[src/rtl/mod_call_arbiter.sv]
// Round-robin arbiter that lets four upstream requesters share one
// downstream call port. Each call is a four-phase handshake (CALL, DRAIN)
// guarded by a cycle budget; a blown budget still completes the call
// upstream but raises a sticky error that names the first offender.
module mod_call_arbiter #(
   parameter int N       = 4,
   parameter int WIDTH   = 32,
   parameter int TIMEOUT = 255
) (
   input  logic               clk,
   input  logic               rst_n,
   input  logic [N-1:0]       up_req,
   input  logic [N*WIDTH-1:0] up_arg,
   output logic [N-1:0]       up_ack,
   output logic               dn_req,
   output logic [WIDTH-1:0]   dn_arg,
   input  logic               dn_ack,
   input  logic               err_clr,
   output logic               busy,
   output logic               timeout_err,
   output logic [1:0]         err_id
);

   localparam int CW = $clog2(TIMEOUT + 1);
   localparam logic [CW-1:0] CNT_MAX = CW'(TIMEOUT);

   typedef enum logic [1:0] {
      IDLE,
      CALL,
      DRAIN,
      DONE
   } state_t;

   state_t           state_q, state_d;
   logic [1:0]       ptr_q, ptr_d;
   logic [1:0]       g_q, g_d;
   logic [CW-1:0]    cnt_q, cnt_d;
   logic             dn_req_q, dn_req_d;
   logic [WIDTH-1:0] dn_arg_q, dn_arg_d;
   logic [N-1:0]     up_ack_q, up_ack_d;
   logic             timeout_err_q, timeout_err_d;
   logic [1:0]       err_id_q, err_id_d;

   logic [1:0]       grant;
   logic [1:0]       idx;
   logic [WIDTH-1:0] grant_arg;
   logic [CW-1:0]    cnt_inc;
   logic             tmo_evt;

   // Round-robin pick: scan downward so the last hit is the requester closest above ptr.
   always_comb begin
      grant = ptr_q;
      idx   = '0;
      for (int k = N - 1; k >= 0; k--) begin
         idx = ptr_q + 2'(k);
         if (up_req[idx]) begin
            grant = idx;
         end
      end
   end

   assign grant_arg = up_arg[int'(grant) * WIDTH +: WIDTH];

   // The call budget saturates instead of wrapping so a stuck downstream cannot alias to a small count.
   assign cnt_inc = (cnt_q == CNT_MAX) ? cnt_q : cnt_q + CW'(1);

   // Call sequencing: grant in IDLE, wait for ack in CALL, wait for ack release in DRAIN, ack upstream in DONE.
   always_comb begin
      state_d  = state_q;
      ptr_d    = ptr_q;
      g_d      = g_q;
      cnt_d    = cnt_q;
      dn_req_d = dn_req_q;
      dn_arg_d = dn_arg_q;
      up_ack_d = '0;
      tmo_evt  = 1'b0;
      unique case (state_q)
         IDLE: begin
            if (|up_req) begin
               g_d      = grant;
               dn_arg_d = grant_arg;
               dn_req_d = 1'b1;
               cnt_d    = '0;
               state_d  = CALL;
            end
         end
         CALL: begin
            cnt_d = cnt_inc;
            if (dn_ack) begin
               dn_req_d = 1'b0;
               state_d  = DRAIN;
            end else if (cnt_inc == CNT_MAX) begin
               dn_req_d = 1'b0;
               tmo_evt  = 1'b1;
               state_d  = DRAIN;
            end
         end
         DRAIN: begin
            cnt_d = cnt_inc;
            if (!dn_ack) begin
               up_ack_d[g_q] = 1'b1;
               state_d       = DONE;
            end else if (cnt_inc == CNT_MAX) begin
               up_ack_d[g_q] = 1'b1;
               tmo_evt       = 1'b1;
               state_d       = DONE;
            end
         end
         DONE: begin
            ptr_d   = g_q + 2'd1;
            state_d = IDLE;
         end
         default: begin
            state_d = IDLE;
         end
      endcase
   end

   // Sticky error: a clear in the same cycle as a new timeout loses, and the new offender is recorded.
   always_comb begin
      timeout_err_d = timeout_err_q;
      err_id_d      = err_id_q;
      if (err_clr) begin
         timeout_err_d = 1'b0;
         err_id_d      = '0;
      end
      if (tmo_evt) begin
         if (!timeout_err_d) begin
            err_id_d = g_q;
         end
         timeout_err_d = 1'b1;
      end
   end

   // State and output registers; reset abandons any call in flight without acking it.
   always_ff @(posedge clk) begin
      if (!rst_n) begin
         state_q       <= IDLE;
         ptr_q         <= '0;
         g_q           <= '0;
         cnt_q         <= '0;
         dn_req_q      <= 1'b0;
         dn_arg_q      <= '0;
         up_ack_q      <= '0;
         timeout_err_q <= 1'b0;
         err_id_q      <= '0;
      end else begin
         state_q       <= state_d;
         ptr_q         <= ptr_d;
         g_q           <= g_d;
         cnt_q         <= cnt_d;
         dn_req_q      <= dn_req_d;
         dn_arg_q      <= dn_arg_d;
         up_ack_q      <= up_ack_d;
         timeout_err_q <= timeout_err_d;
         err_id_q      <= err_id_d;
      end
   end

   assign up_ack      = up_ack_q;
   assign dn_req      = dn_req_q;
   assign dn_arg      = dn_arg_q;
   assign busy        = (state_q != IDLE);
   assign timeout_err = timeout_err_q;
   assign err_id      = err_id_q;

endmodule

[config.mk]
export PLATFORM = sky130hd
export DESIGN_NAME = mod_call_arbiter
export DESIGN_NICKNAME = d
export VERILOG_FILES = /design/src/rtl/mod_call_arbiter.sv
export SDC_FILE = /design/constraint.sdc
export NUM_CORES = 1
export LEC_CHECK = 0
export BUFFER_PORTS_ARGS = -buffer_cell sky130_fd_sc_hd__buf_2
export CORE_MARGIN = 5
export CORE_UTILIZATION = 45
export DETAILED_ROUTE_END_ITERATION = 10
export PLACE_DENSITY = 0.81
export SLEW_MARGIN = 20
export SYNTH_ARGS = -nofsm -noshare
export SYNTH_HDL_FRONTEND = slang
export SYNTH_SLANG_ARGS = --single-unit
[constraint.sdc]
create_clock -name clk -period 3.3 [get_ports clk]
set_input_delay 0.495 -clock clk [delete_from_list [all_inputs] [get_ports clk]]
set_output_delay 0.495 -clock clk [all_outputs]
set_load 0.01 [all_outputs]
# --- Word-level counts from Yosys, hierarchy flattened ---
# Index checks and enable logic that the tools add are counted.
# Widths: inputs -> output; s select.
totals:
  ff_bits: 54
  romBits: 0
  output_inout_bits: 41
  memories: 0
  mem_bits_rw: 0
  latchBits: 0
classes:
  n_addsub: 5
  multipliers: 0
  n_lt_le_gt_ge: 6
  shift: 1
  n_eq_ne: 8
  bitwise: 0
  reduce_logical: 12
  mux: 38
  n_div: 0
op_table:
  columns: ["cell", "n"]
  rows:
  - ["$shiftx 128x8->32", 1]
  - ["$mux 2", 12]
  - ["$eq 8x8->1 const B", 2]
  - ["$mux 8", 2]
  - ["$pmux 8 s2", 1]
  - ["$lt 2x3->1 const B", 5]
  - ["$mux 1", 13]
  - ["$add 8x1->8 const B", 1]
  - ["$bmux 1 s2", 4]
  - ["$mux 4", 2]
  - ["$pmux 2 s4", 1]
  - ["$ne 3x3->1 const B", 2]
  - ["$reduce_and 2->1", 3]
  - ["$reduce_and 3->1", 2]
  - ["$reduce_bool 2->1", 3]
  - ["$add 2x1->2 const B", 2]
  - ["$add 2x2->2 const B", 2]
  - ["$eq 2x2->1 const B", 2]
  - ["$pmux 1 s2", 2]
  - ["$reduce_or 4->1", 1]
  - ["$demux 1 s2", 1]
  - ["$eq 2x1->1 const B", 1]
  - ["$ge 2x1->1 const B", 1]
  - ["$logic_not 2->1", 1]
  - ["other kinds (3)", 3]

# --- Longest topological paths before layout ---
depth:
  depth_word: 8
  mapped_depth: 9

# --- Worst setup path before layout ---
# OpenSTA, ideal clock, no wires.
synth_timing:
  path_kind: "input to register"
  from: "input port up_req[1]"
  to: "register cnt_q[3]"
  path_buffers: 1
  required_ns: 3.181
  slack_ns: 1.321
  stages: 7
  arrival_ns: 1.860
  setup_ns: 0.119
  cell_sequence: "or4_4 -> or2_1 -> and2_1 -> buf_2 -> o21a_1 -> o21ai_1 -> a21oi_1"
synth_between:
  elab_chain_cells: 3
synth_rtl:
  columns: ["element", "line_no", "text"]
  rows:
  - ["start, declared", "12", "input logic [N-1:0] up_req,"]
  - ["$reduce_or 4->1", "79", "if (|up_req) begin"]
  - ["$ne 2x2->1 (no source line)", null, null]
  - ["$reduce_and 2->1 (no source line)", null, null]
  - ["end signal, assigned", "151", "cnt_q <= cnt_d;"]
  - ["end, declared", "37", "logic [CW-1:0] cnt_q, cnt_d;"]
# No other way between the ends.
# A chain may end at the register's enable or synchronous reset.

# --- Worst setup path in the final report ---
layout_timing:
  from: "register cnt_q[0]"
  to: "register up_ack_q[2] (netlist: up_ack[2])"
layout_between:
  elab_chain_cells: 5
layout_rtl:
  columns: ["element", "line_no", "text"]
  rows:
  - ["$add 8x1->8 / $eq 8x8->1 (equally long branches)", "65", "assign cnt_inc = (cnt_q == CNT_MAX) ? cnt_q : cnt_q + CW'(1);"]
  - ["$mux 8 *", "65", null]
  - ["$eq 8x8->1 *", "103", "end else if (cnt_inc == CNT_MAX) begin"]
  - ["$mux 4 *", "103", null]
  - ["$mux 4 *", "100", "if (!dn_ack) begin"]
  - ["end signal, assigned", "154", "up_ack_q <= up_ack_d;"]
  - ["end, declared", "40", "logic [N-1:0] up_ack_q, up_ack_d;"]
# Mark *: on every way between the ends. The rest lies on a longest branch, timed or not.

==> impl_metrics.ini <==
[placed_design]
pre_cts_slack_ns = 0.735
gp_congestion = 0.888
io_buffer_count = 176
dp_hpwl_um = 7810
placed_area_um2 = 4070

[clocking]
cts_buffer_depth = 2
numCtsBuffers = 5
htree_levels = 2
clk_pin_slew_ns = 0.09
cts-root-buf = clkbuf_8
cts_hold_buf = 0
cts_sinks = 54
cts_setup_buffers = 0
cts_resized = 0
worstSkewPairLatency_ns = 0.30
tritoncts = yes

[route]
drc_errors = 0
first_pass_iters = 5
ant_nets = 0
via_per_inst = 5.55
wl_per_cell_um = 17.5
vias = 3063
drt-total-wl_um = 9660
drt-initial-drc-count = 141

[layout]
layout-drive-gt1-share_pct = 49.9
nets = 599
area_delta_synth_final_pct = 31.6
fin_area_um2 = 4150

[critical_path]
cpPeakStageDelay_ns = 0.45
crit_required_ns = 3.48
slowest_stage = dfxtp_1
reg2reg_depth = 7
cpLargestDelayFamily = compound AO/OA/AOI/OAI gates
r2r-end = up_ack[2]$_SDFF_PN0_
endpoint = up_ack[2]$_SDFF_PN0_
worst-path-buf-inv = 0
crit_fanout = 10
startpoint = cnt_q[0]$_SDFFE_PN0P_
reg2reg_from = cnt_q[0]$_SDFFE_PN0P_
end_kind = flop
cp-start-kind = flop
path_depth = 7
worstPathCellList = ha_1, and4_1, nand2_1, a311oi_1, nor2_1, a21boi_0, nor3b_1
r2r_setup_slack_ns = 0.94
worstSetupPathType = flop to flop
worstPathArrival_ns = 2.54

[sta]
finalHoldViolCount = 0
finalSetupViolations = 0
fin_crit_sh_pct = 71.6
worstMarginPinSlew_ns = 0.490
finClkSkew_ns = 0.00287
relSlewSlack_pct = 67.3
fin_setup_tns_ns = 0
rsz0062_at_grt = false
setup_slack_ns = 0.936
drv_slew = 0
max_freq_mhz = 423
fin_crit_ns = 2.36

[global_routing]
grt_pass1_vias = 3105
grt_busiest_layer = met2
grt_pass1_wl_um = 14900
met3_usage_pct = 6.57
met2_usage_pct = 38.0
grt_usage_pct = 21.5
antenna_found_initial = 3
grt_max_degree = 33
overflow = 0
gr-usage-met1_pct = 24.1

[pwr]
switching_share_pct = 37.9
switchingPower_uw = 885
power_leakage_uw = 0.00186
peakVddDrop_mv = 0.246
p_int_uw = 1450
p_per_area_nw_per_um2 = 562
pwr-share-seq_pct = 39.2
clockPowerShare_pct = 15.4
combPwrFrac_pct = 45.4
finalPower_uw = 2330

[synth]
async_flop_share_pct = 0
synth-simple-area-share_pct = 12.5
ys_seq_area_share_pct = 34.3
synth_compound_area_share_pct = 17.6
ys_types = 55
synth_edf_count = 0
synth-xor-area-share_pct = 0.278
synthFlopType = dfxtp_1
synth_adder_area_share_pct = 3.97
avgSynthCellArea_um2 = 11.0
muxShareOfSynthArea_pct = 25.5
ys_ff_latch = 54
syn_area_um2 = 3160
yosys_warnings = 0
synthCells = 286
synth_top_family_by_area = multiplexers
synth_nets = 432

[floorplan]
io_pins = 177
rows = 30
die_area_um2 = 8790
start_util_pct = 46.4
die_x_um = 93.7
core_um2 = 6790
die_h_um = 93.7

[job]
drv_cap = 0

[hold_path]
min_path_type = flop to flop

[status]
outcome = complete, no violations
## through the flow
| stage | utilization [%] | cells | hold WS, ns |
|---|---|---|---|
| 3_5_place_dp | 59.9 | 542 | 0.459 |
| 4_1_cts | 61.0 | 549 | 0.482 |
| 6_report | 61.1 | 552 | 0.482 |
| 2_1_floorplan | - | 286 | 0.468 |
| 3_3_place_gp | 59.9 | 542 | 0.457 |
| 5_1_grt | 61.1 | 552 | 0.507 |
## area by class of cell
cell class / instances / area (um2)
inverter: 12 / 45.0
timing repair buffer: 181 / 931
fill: 579 / 2640
tap: 96 / 120
sequential: 54 / 1080
multi-input combinational: 199 / 1890
antenna: 3 / 7.51
clock buffer: 7 / 76.3
## per-layer routing
metal / part of all wire [%] / vias to the layer above
met3: 8.1 / 24
met4: 2.8 / 0
met5: 0 / -
li1: - / 1450
met1: 36 / 1446
met2: 53 / 143
## power by group through the flow
stage	combinational, uW	sequential, uW	clock, uW
finish	1060	915	360
global route	1160	935	392
CTS	1070	913	364
detailed placement	1070	922	0
global placement	1030	926	0
floorplan	652	970	0
## synthesized netlist by cell type, drive strengths merged, types with 2 or more instances
library cell	count	area (um2)
dfxtp	54	1080
a22o	32	280
mux4	32	732
nor2	18	67.6
a21oi	17	85.1
nand2	16	60.1
buf	11	106
inv	11	41.3
clkbuf	10	37.5
ha	10	125
nand3	8	45.0
o21ai	7	38.8
mux2i	6	60.1
nor3	6	35.0
or4	5	41.3
nor3b	4	30.0
o22ai	4	31.3
a31oi	3	18.8
a21o	2	15.0
nand2b	2	12.5
nand4	2	12.5
nor2b	2	12.5
nor4	2	12.5
or2	2	12.5
## registers in the layout, summed over array words and instances (netlist names), 2 cells and up
name     count
dn_arg      32
ptr_q        2
err_id       2
state_q      2
up_ack       4
cnt_q        8
g_q          2
## how the worst min path moves through the flow
stage | endpoint | cells past startpoint | from
2_1_floorplan | state_q[1]$_SDFFE_PN0P_ | 2 | state_q[1]$_SDFFE_PN0P_
3_3_place_gp | dn_arg[16]$_SDFFE_PN0P_ | 1 | dn_arg[16]$_SDFFE_PN0P_
3_5_place_dp | dn_arg[20]$_SDFFE_PN0P_ | 1 | dn_arg[20]$_SDFFE_PN0P_
4_1_cts | err_id[1]$_SDFF_PN0_ | 4 | err_clr
5_1_grt | state_q[1]$_SDFFE_PN0P_ | 3 | rst_n
6_report | dn_arg[16]$_SDFFE_PN0P_ | 1 | dn_arg[16]$_SDFFE_PN0P_
## kinds of logic (layout without fill, tap and decap cells)
group,after synthesis,in the layout
DFF,54,54
muxes,39,39
and+or+nand+nor,74,74
adders and majority gates,10,10
other,0,3
buffers and inverters,33,200
AOI/OAI and AO/OA,75,75
xor gates and xnor gates,1,1
## layout by cell type, fill, tap and decap left out, drive strengths merged, types with 2 or more instances in the layout
cell type  count
nor2          18
nor3b          4
or4            5
mux2i          6
diode          3
or2            2
nand2b         2
buf          181
ha            10
nor2b          2
a22o          32
a21o           2
nor4           2
nand2         16
o22ai          4
clkbuf         7
mux4          32
inv           11
nor3           6
a21oi         17
nand4          2
o21ai          7
nand3          8
dfxtp         54
a31oi          3
## worst register-to-register path, cell delays in order (launching register included)
cell and delay [ns]:
dfxtp_1 0.45, ha_1 0.40, and4_1 0.32, nand2_1 0.07
a311oi_1 0.35, nor2_1 0.17, a21boi_0 0.37, nor3b_1 0.12
Power figures use the tool's default switching activity.
